===== config.mk =====
export PLATFORM = sky130hd
export DESIGN_NAME = if_id_pipe_reg
export DESIGN_NICKNAME = d
export VERILOG_FILES = /design/src/rtl/if_id_pipe_reg.sv
export SDC_FILE = /design/constraint.sdc
export NUM_CORES = 1
export LEC_CHECK = 0
export BUFFER_PORTS_ARGS = -buffer_cell sky130_fd_sc_hd__buf_2
export CORE_ASPECT_RATIO = 1.2
export CORE_MARGIN = 2
export CORE_UTILIZATION = 40
export DETAILED_ROUTE_END_ITERATION = 8
export PLACE_DENSITY = 0.75
export SLEW_MARGIN = 25
export SYNTH_ARGS = -nofsm -noshare
export SYNTH_HDL_FRONTEND = slang
export SYNTH_SLANG_ARGS = --single-unit

===== constraint.sdc =====
create_clock -name Clk -period 7.5 [get_ports Clk]
set_clock_uncertainty 0.15 [all_clocks]
set_input_delay 1.5 -clock Clk [delete_from_list [all_inputs] [get_ports Clk]]
set_output_delay 1.5 -clock Clk [all_outputs]
set_load 0.02 [all_outputs]

===== src/rtl/if_id_pipe_reg.sv =====
// IF/ID pipeline register for the pipelined MIPS core.
// Holds the fetched instruction and PC+4 for the decode stage.
// Stall freezes the stage and Flush squashes it into a bubble.
// Saturating stall/flush event counters and a sticky stall watchdog are
// included for debug visibility.
module if_id_pipe_reg #(
    parameter int               DATA_W    = 32,
    parameter logic [DATA_W-1:0] NOP_INSTR = 32'h00000000,
    parameter int               CNT_W     = 16,
    parameter int               MAX_STALL = 8
) (
    input  logic              Clk,
    input  logic              Rst,
    input  logic [DATA_W-1:0] Instruction_in,
    input  logic [DATA_W-1:0] PCPlus4_in,
    input  logic              Stall,
    input  logic              Flush,
    output logic [DATA_W-1:0] Instruction_out,
    output logic [DATA_W-1:0] PCPlus4_out,
    output logic              Valid_out,
    output logic [CNT_W-1:0]  StallCount,
    output logic [CNT_W-1:0]  FlushCount,
    output logic              StallTimeout
);

    // The run counter must be able to hold MAX_STALL itself, since it
    // saturates there rather than wrapping.
    localparam int               RUN_W   = $clog2(MAX_STALL + 1);
    localparam logic [RUN_W-1:0] RUN_MAX = RUN_W'(MAX_STALL);

    typedef enum logic [1:0] {
        MODE_LOAD  = 2'd0,
        MODE_STALL = 2'd1,
        MODE_FLUSH = 2'd2
    } mode_t;

    mode_t            mode;
    logic [RUN_W-1:0] run_cnt;
    logic [RUN_W-1:0] run_cnt_next;

    // Resolve the per-edge mode: flush beats stall, and stall beats load.
    always_comb begin
        mode = MODE_LOAD;
        if (Flush) begin
            mode = MODE_FLUSH;
        end else if (Stall) begin
            mode = MODE_STALL;
        end
    end

    // Next value of the consecutive-stall run counter.
    // Only an uninterrupted stall advances it; it stops at MAX_STALL.
    always_comb begin
        run_cnt_next = '0;
        if (mode == MODE_STALL) begin
            if (run_cnt == RUN_MAX) begin
                run_cnt_next = RUN_MAX;
            end else begin
                run_cnt_next = run_cnt + RUN_W'(1);
            end
        end
    end

    // Pipeline payload: capture on load, squash to a NOP on flush, and keep
    // the current contents on stall. A held bubble therefore stays a bubble.
    // PC+4 is still captured on flush so decode sees where the bubble sits.
    always_ff @(posedge Clk or posedge Rst) begin
        if (Rst) begin
            Instruction_out <= NOP_INSTR;
            PCPlus4_out     <= '0;
            Valid_out       <= 1'b0;
        end else begin
            case (mode)
                MODE_FLUSH: begin
                    Instruction_out <= NOP_INSTR;
                    PCPlus4_out     <= PCPlus4_in;
                    Valid_out       <= 1'b0;
                end
                MODE_LOAD: begin
                    Instruction_out <= Instruction_in;
                    PCPlus4_out     <= PCPlus4_in;
                    Valid_out       <= 1'b1;
                end
                default: begin
                    Instruction_out <= Instruction_out;
                    PCPlus4_out     <= PCPlus4_out;
                    Valid_out       <= Valid_out;
                end
            endcase
        end
    end

    // Event counters for stalled and flushed edges.
    // They saturate at all-ones so a long run never reads back as small.
    // A combined flush+stall edge counts only as a flush.
    always_ff @(posedge Clk or posedge Rst) begin
        if (Rst) begin
            StallCount <= '0;
            FlushCount <= '0;
        end else begin
            if (mode == MODE_STALL && StallCount != {CNT_W{1'b1}}) begin
                StallCount <= StallCount + CNT_W'(1);
            end
            if (mode == MODE_FLUSH && FlushCount != {CNT_W{1'b1}}) begin
                FlushCount <= FlushCount + CNT_W'(1);
            end
        end
    end

    // Stall watchdog: track the current run of consecutive stall edges.
    // StallTimeout latches on the edge where the run reaches MAX_STALL and
    // stays set until reset.
    always_ff @(posedge Clk or posedge Rst) begin
        if (Rst) begin
            run_cnt      <= '0;
            StallTimeout <= 1'b0;
        end else begin
            run_cnt <= run_cnt_next;
            if (mode == MODE_STALL && run_cnt_next == RUN_MAX) begin
                StallTimeout <= 1'b1;
            end
        end
    end

endmodule


# After elaboration in Yosys (flattened, before gate mapping)
# Cells that the tools add are included.
# classes
n_eq_ne	6
add_sub_neg	3
bitwise_logic	0
n_reduce_logical	6
n_mul	0
order_cmp	0
muxes	6
n_div	0
n_shift	0
# ops
cell	count
one-hot mux 32 bit (2 select lines)	1
adder 16 x 1 -> 16 bit (second input constant)	2
!= test 16 bit (second input constant)	2
equality test 4 bit (second input constant)	2
2-to-1 mux 4 bit	2
adder 4 x 1 -> 4 bit (second input constant)	1
logical AND 1 bit	3
equality test 2 x 1 -> 1 bit (second input constant)	1
equality test 2 bit (second input constant)	1
logical NOT 2 bit	1
2-to-1 mux 2 bit	1
one-hot mux 1 bit (2 select lines)	1
nonzero test 2 bit	1
OR reduction 2 bit	1
2-to-1 mux 1 bit	1
# word_totals
romBits	0
memories	0
mem_bits_rw	0
wordCells	28
register_bits	102
inputBits	68
latchBits	0
output_inout_bits	98

# Logic depth before layout (Yosys ltp)
# Gate-level depths: netlist of run 1.
# logic_depth
depth_word	6
ltp_mapped	6
ltp_nobuf	6

# Worst setup path before layout of run 1
# Ideal clock, no wire load.
# synth_path
path_kind	input to register
from	input Stall
to	register StallCount[1]
cell_stages	6
t_required_ns	7.222
path_buffers	3
arrival_time_ns	2.479
path_slack_ns	4.744
setup_time_ns	0.128
path_cell_list	buf_2 nand2b_1 buf_2 buf_6 nor2_1 mux2_1
# synth_between
elab_chain_len	4
# synth_rtl
element	line	source
from (decl)	16	input logic Stall,
2-to-1 mux 1 bit	46	end else if (Stall) begin
2-to-1 mux 2 bit	44	if (Flush) begin
equality test 2 x 1 -> 1 bit	101	if (mode == MODE_STALL && StallCount != {CNT_W{1'b1}}) begin
logical AND 1 bit	101	
to (signal assigned)	102	StallCount <= StallCount + CNT_W'(1);
to (decl)	21	output logic [CNT_W-1:0] StallCount,
# Every way passes these cells.
# A chain may end at the register's enable or synchronous reset.

# Worst setup path after layout of run 1
# layout_path
from	input Stall
to	register StallCount[15]
# Same word-level chain as after synthesis.

==> flow_summary.json, run 1 <==
{
  "hold_violations": 0,
  "ys_seq_area_frac": 0.578,
  "cts_buffers": 9,
  "core-area_um2": 10900,
  "fmax_mhz": 287,
  "whs_path_depth": 1,
  "leakagePower_uw": 0.00299,
  "grt_pass1_wl_um": 15100,
  "cts.sinks": 102,
  "die_h_um": 119,
  "dieArea_um2": 11900,
  "netlist_area_um2": 4420,
  "port_buffers": 165,
  "syn-num-nets": 418,
  "cts.clk_slew.worst_paths_ps": 70,
  "ys_seq_elements": 102,
  "r2r_end": "StallCount[1]$_DFFE_PP0P_",
  "clock_path_buffers": 2,
  "r2r-start": "StallCount[1]$_DFFE_PP0P_",
  "timing.final.crit_period_ps": 3480,
  "synthCells": 346,
  "crit_arrival_ps": 3540,
  "vias": 3241,
  "hpwl_um": 6650,
  "hold_class": "reg2reg",
  "drt_iter0_markers": 94,
  "vias_per_cell": 5.02,
  "synth.top_cell.area_share": 0.578,
  "start_util": 0.406,
  "synth_most_common_cell": "dfrtp_1",
  "synthTopCellsByArea": "dfrtp_1 58%, mux2_2 8.2%, mux2i_1 7.5%",
  "startpoint_type": "input pin",
  "dr.pass1.iters": 4,
  "cts.htree.levels": 3,
  "hold_buffers": 0,
  "synth-edff-count": 0,
  "cts-root-buf": "clkbuf_16",
  "place_area_um2": 5340,
  "path_class": "in2reg",
  "yosysUniqueCellTypes": 42,
  "syn_to_final_growth_pct": 29.2,
  "finalMaxSlewViolations": 0,
  "wl_per_cell_um": 14.3,
  "io_pins": 166,
  "avgSynthCellArea_um2": 12.8,
  "grt_pass1_vias": 3291,
  "grt_use_total": 0.158,
  "grt_start_max_net_pins": 61,
  "async_reset_ff_frac": 1.00,
  "yosys_warnings": 0,
  "maxCapViolations": 0,
  "synthTopCellsByCount": "102 x dfrtp_1, 47 x nor2_1, 33 x mux2i_1",
  "gp_congestion": 0.810,
  "slew_headroom": 0.338,
  "rows": 42,
  "num-nets-final": 580,
  "r2r_slack_ps": 5130,
  "yosysTopAreaCell": "dfrtp_1",
  "tightest_slew_ps": 993,
  "setup_tns_ps": 0,
  "ant_nets": 0,
  "routed_wl_um": 9230,
  "rsz0062_at_grt": "false",
  "crit_path_max_fanout": 42,
  "period_share": 0.465,
  "overflow": 0,
  "die_x_um": 99.9,
  "critPathRequiredTime_ps": 7560,
  "synthFlopType": "dfrtp_1",
  "post-cts-setup-buffer-count": 0,
  "finalInstanceArea_um2": 5710,
  "drc": 0,
  "ir_drop_uv": 123,
  "antennaDiodeCount": 0,
  "min-delay-start": "StallTimeout$_DFFE_PP0P_",
  "power_density_nw_per_um2": 264,
  "clock_latency_ps": 330,
  "antenna_found_initial": 0,
  "finalSetupViolations": 0,
  "status": "complete, no violations",
  "startpoint": "Stall",
  "crit_path_end_kind": "flip-flop",
  "drive_gt1_frac": 0.446,
  "reg2reg_depth": 5,
  "worst_hold_path.endpoint": "StallTimeout$_DFFE_PP0P_",
  "postCtsResizedCells": 0,
  "tritoncts": "done"
}
## registers in the layout, indices dropped and copies added, names as in the netlist
| register | count |
|---|---|
| Instruction_out | 32 |
| StallTimeout | 1 |
| run_cnt | 4 |
| StallCount | 16 |
| FlushCount | 16 |
| Valid_out | 1 |
| PCPlus4_out | 32 |
## placed cells by master, fill, tap and decap left out, types with 3 or more instances in the layout
cell	instances
nor3_1	6
dfrtp_1	102
ha_1	4
nand2_1	9
nand3b_1	3
buf_2	165
bufinv_16	3
mux2_2	32
mux2_1	3
nor2_1	47
nand4_1	9
mux2i_1	33
nand3_1	11
a21oi_1	4
nor4_2	4
clkbuf_16	9
xnor2_1	9
xor2_1	18
inv_1	8
## critical path, stage by stage
cell	delay (ps)
buf_2	740
nand2b_4	530
nor2_1	430
nand4_1	160
xnor2_1	150
## how the worst max path moves through the flow
stage	end	slack (ps)	depth (start not counted)
6_report	StallCount[15]$_DFFE_PP0P_	4020	5
5_1_grt	StallCount[15]$_DFFE_PP0P_	3820	5
4_1_cts	StallCount[15]$_DFFE_PP0P_	3620	5
3_5_place_dp	StallCount[15]$_DFFE_PP0P_	3270	5
3_3_place_gp	StallCount[7]$_DFFE_PP0P_	3380	5
2_1_floorplan	FlushCount[0]$_DFFE_PP0P_	3170	1
## power breakdown
group	total, uW	internal (uW)	switching (uW)
Combinational	283	111	172
Clock	536	345	191
Sequential	686	610	75.9
## layout make-up
class | count | area (um^2)
repair buffers | 166 | 833
inverters | 9 | 36.3
clock inverters | 3 | 90.1
multi-input cells | 220 | 1770
flip-flops and latches | 102 | 2550
fillers | 962 | 5170
well taps | 132 | 165
clock buffers | 13 | 260
## routing by layer
metal,global-route usage,up-vias,routed length [um]
met5,0,-,0
met4,0.0676,0,193
met3,0.0276,14,418
met2,0.287,99,4920
met1,0.180,1600,3700
li1,-,1528,-
## per-stage QoR
stage / std cells / power (uW) / util / hold slack, ps / setup WS (ps)
final: 645 / 1500 / 0.525 / 305 / 4020
after global placement: 629 / 972 / 0.491 / 293 / 3380
after floorplan: 346 / 867 / - / 317 / 3170
after CTS: 645 / 1530 / 0.523 / 305 / 3620
after global routing: 645 / 1580 / 0.525 / 316 / 3820
after detailed placement: 629 / 982 / 0.491 / 297 / 3270
## cell families after synthesis
| logic type | after synthesis | share of synthesized area |
|---|---|---|
| compound gates | 11 | 0.0173 |
| xor+xnor | 27 | 0.0535 |
| fa+ha+maj | 4 | 0.0113 |
| buf+inv | 24 | 0.0255 |
| flops | 102 | 0.578 |
| mux | 68 | 0.164 |
| simple gates | 110 | 0.150 |
Note: power is estimated with default switching activity, not from simulation.
==> run 2: changes to the inputs <==
--- a/config.mk
+++ b/config.mk
@@ -10,7 +10,7 @@
 export CORE_MARGIN = 2
 export CORE_UTILIZATION = 40
 export DETAILED_ROUTE_END_ITERATION = 8
-export PLACE_DENSITY = 0.75
+export PLACE_DENSITY = 0.78
 export SLEW_MARGIN = 25
 export SYNTH_ARGS = -nofsm -noshare
 export SYNTH_HDL_FRONTEND = slang
==> constraint.sdc (replaced) <==
create_clock -name Clk -period 2.85 [get_ports Clk]
set_clock_uncertainty 0.15 [all_clocks]
set_input_delay 0.57 -clock Clk [delete_from_list [all_inputs] [get_ports Clk]]
set_output_delay 0.57 -clock Clk [all_outputs]
set_load 0.02 [all_outputs]
==> flow_summary.json, run 2 (synthesis results as in run 1) <==
{
  "drt_iter0_markers": 105,
  "final_cell_mix": "165 x buf_2, 102 x dfrtp_1, 47 x nor2_1",
  "post-cts-setup-buffer-count": 0,
  "wl_per_cell_um": 14.5,
  "timing.final.crit_period_ps": 2230,
  "startpoint": "StallCount[0]$_DFFE_PP0P_",
  "r2r_slack_ps": 620,
  "dieArea_um2": 11900,
  "drive_gt1_frac": 0.451,
  "finalMaxSlewViolations": 0,
  "fmax_mhz": 449,
  "drc": 0,
  "overflow": 0,
  "combPwrFrac": 0.196,
  "p_int_uw": 2700,
  "hpwl_um": 6660,
  "clock_path_buffers": 2,
  "finalSetupViolations": 0,
  "p_sw_frac": 0.301,
  "vias_per_cell": 4.98,
  "tightest_slew_ps": 611,
  "clockPowerShare": 0.337,
  "antennaDiodeCount": 0,
  "crit_cells": 5,
  "tritoncts": "done",
  "gp_congestion": 0.786,
  "ir_drop_uv": 371,
  "syn_to_final_growth_pct": 29.4,
  "status": "complete, no violations",
  "cts_buffers": 9,
  "antenna_found_initial": 0,
  "setup_tns_ps": 0,
  "start_util": 0.406,
  "ant_nets": 0,
  "hold_buffers": 0,
  "crit_end": "StallCount[1]$_DFFE_PP0P_",
  "cts.clk_slew.worst_paths_ps": 70,
  "cp_top_family": "simple AND/OR/NAND/NOR gates",
  "port_buffers": 165,
  "startpoint_type": "flip-flop",
  "rsz0062_at_grt": "false",
  "reg2reg_depth": 5,
  "hold_class": "in2async",
  "period_share": 0.781,
  "core-area_um2": 10900,
  "leakagePower_uw": 0.00298,
  "crit_path_end_kind": "flip-flop",
  "grt_pass1_wl_um": 15500,
  "crit_path_max_fanout": 8,
  "p_switching_uw": 1160,
  "cts-root-buf": "clkbuf_16",
  "clock_latency_ps": 330,
  "dr.pass1.iters": 4,
  "crit_arrival_ps": 2290,
  "maxCapViolations": 0,
  "critPathRequiredTime_ps": 2910,
  "num-nets-final": 584,
  "die_x_um": 99.9,
  "slew_headroom": 0.589,
  "largestRegisters": "Instruction_out x32, PCPlus4_out x32",
  "rows": 42,
  "cts.htree.levels": 3,
  "hold_violations": 0,
  "r2r-start": "StallCount[0]$_DFFE_PP0P_",
  "die_h_um": 119,
  "path_class": "reg2reg",
  "path_cells": "ha_1, nand3_1, nor4_2, nor2_1, mux2_1",
  "postCtsResizedCells": 0,
  "vias": 3230,
  "critPathSlowestCell": "nor4_2",
  "final_common_cell": "buf_2",
  "grt_pass1_vias": 3293,
  "io_pins": 166,
  "routed_wl_um": 9440,
  "cts.sinks": 102,
  "total_power_uw": 3850,
  "grt_start_max_net_pins": 103,
  "sequentialPowerShare": 0.467,
  "r2r_end": "StallCount[1]$_DFFE_PP0P_",
  "worstPathBufferInverterCount": 0,
  "grt_use_total": 0.162,
  "slowest_delay_ps": 600,
  "power_density_nw_per_um2": 675
}
## run 2: power by group through the flow
stage / Clock (uW) / Sequential [uW] / Combinational [uW]
final: 1300 / 1800 / 757
after global routing: 1390 / 1830 / 832
after CTS: 1340 / 1800 / 769
after detailed placement: 0 / 1830 / 767
after global placement: 0 / 1810 / 751
after floorplan: 0 / 1980 / 305
## run 2: worst min-delay path by stage
stage / startpoint / end / slack [ps] / depth (start not counted)
6_report: Rst / Instruction_out[13]$_DFFE_PP0P_ / 240 / 3
5_1_grt: Rst / Instruction_out[16]$_DFFE_PP0P_ / 310 / 3
4_1_cts: Rst / Instruction_out[16]$_DFFE_PP0P_ / 270 / 3
3_5_place_dp: StallTimeout$_DFFE_PP0P_ / StallTimeout$_DFFE_PP0P_ / 290 / 1
3_3_place_gp: StallTimeout$_DFFE_PP0P_ / StallTimeout$_DFFE_PP0P_ / 290 / 1
2_1_floorplan: run_cnt[0]$_DFF_PP0_ / run_cnt[0]$_DFF_PP0_ / 320 / 1
## run 2: worst reg2reg max path: stages (launching register included)
cell,delay [ps]
dfrtp_1,440
ha_1,260
nand3_1,160
nor4_2,600
nor2_1,150
mux2_1,350
## run 2: metrics by stage
stage	hold slack [ps]	cell area (um^2)	std cells	util	setup WS (ps)
finish	241	5710	649	0.525	624
global route	307	5710	649	0.525	432
CTS	267	5710	649	0.525	639
detailed placement	293	5400	633	0.496	636
global placement	290	5400	633	0.496	702
floorplan	317	4420	346	-	912
## run 2: routing by layer
metal | vias to the layer above | GRT usage | share of wire
met5 | - | 0 | 0
met1 | 1589 | 0.202 | 0.42
met3 | 11 | 0.0323 | 0.053
li1 | 1535 | - | -
met4 | 0 | 0.0642 | 0.017
met2 | 95 | 0.274 | 0.51
## run 2: area by class of cell
class / count / area [um^2]
fillers: 968 / 5160
flip-flops and latches: 102 / 2550
multi-input cells: 220 / 1750
repair buffers: 170 / 888
clock buffers: 12 / 246
well taps: 132 / 165
clock inverters: 4 / 70.1
inverters: 9 / 37.5
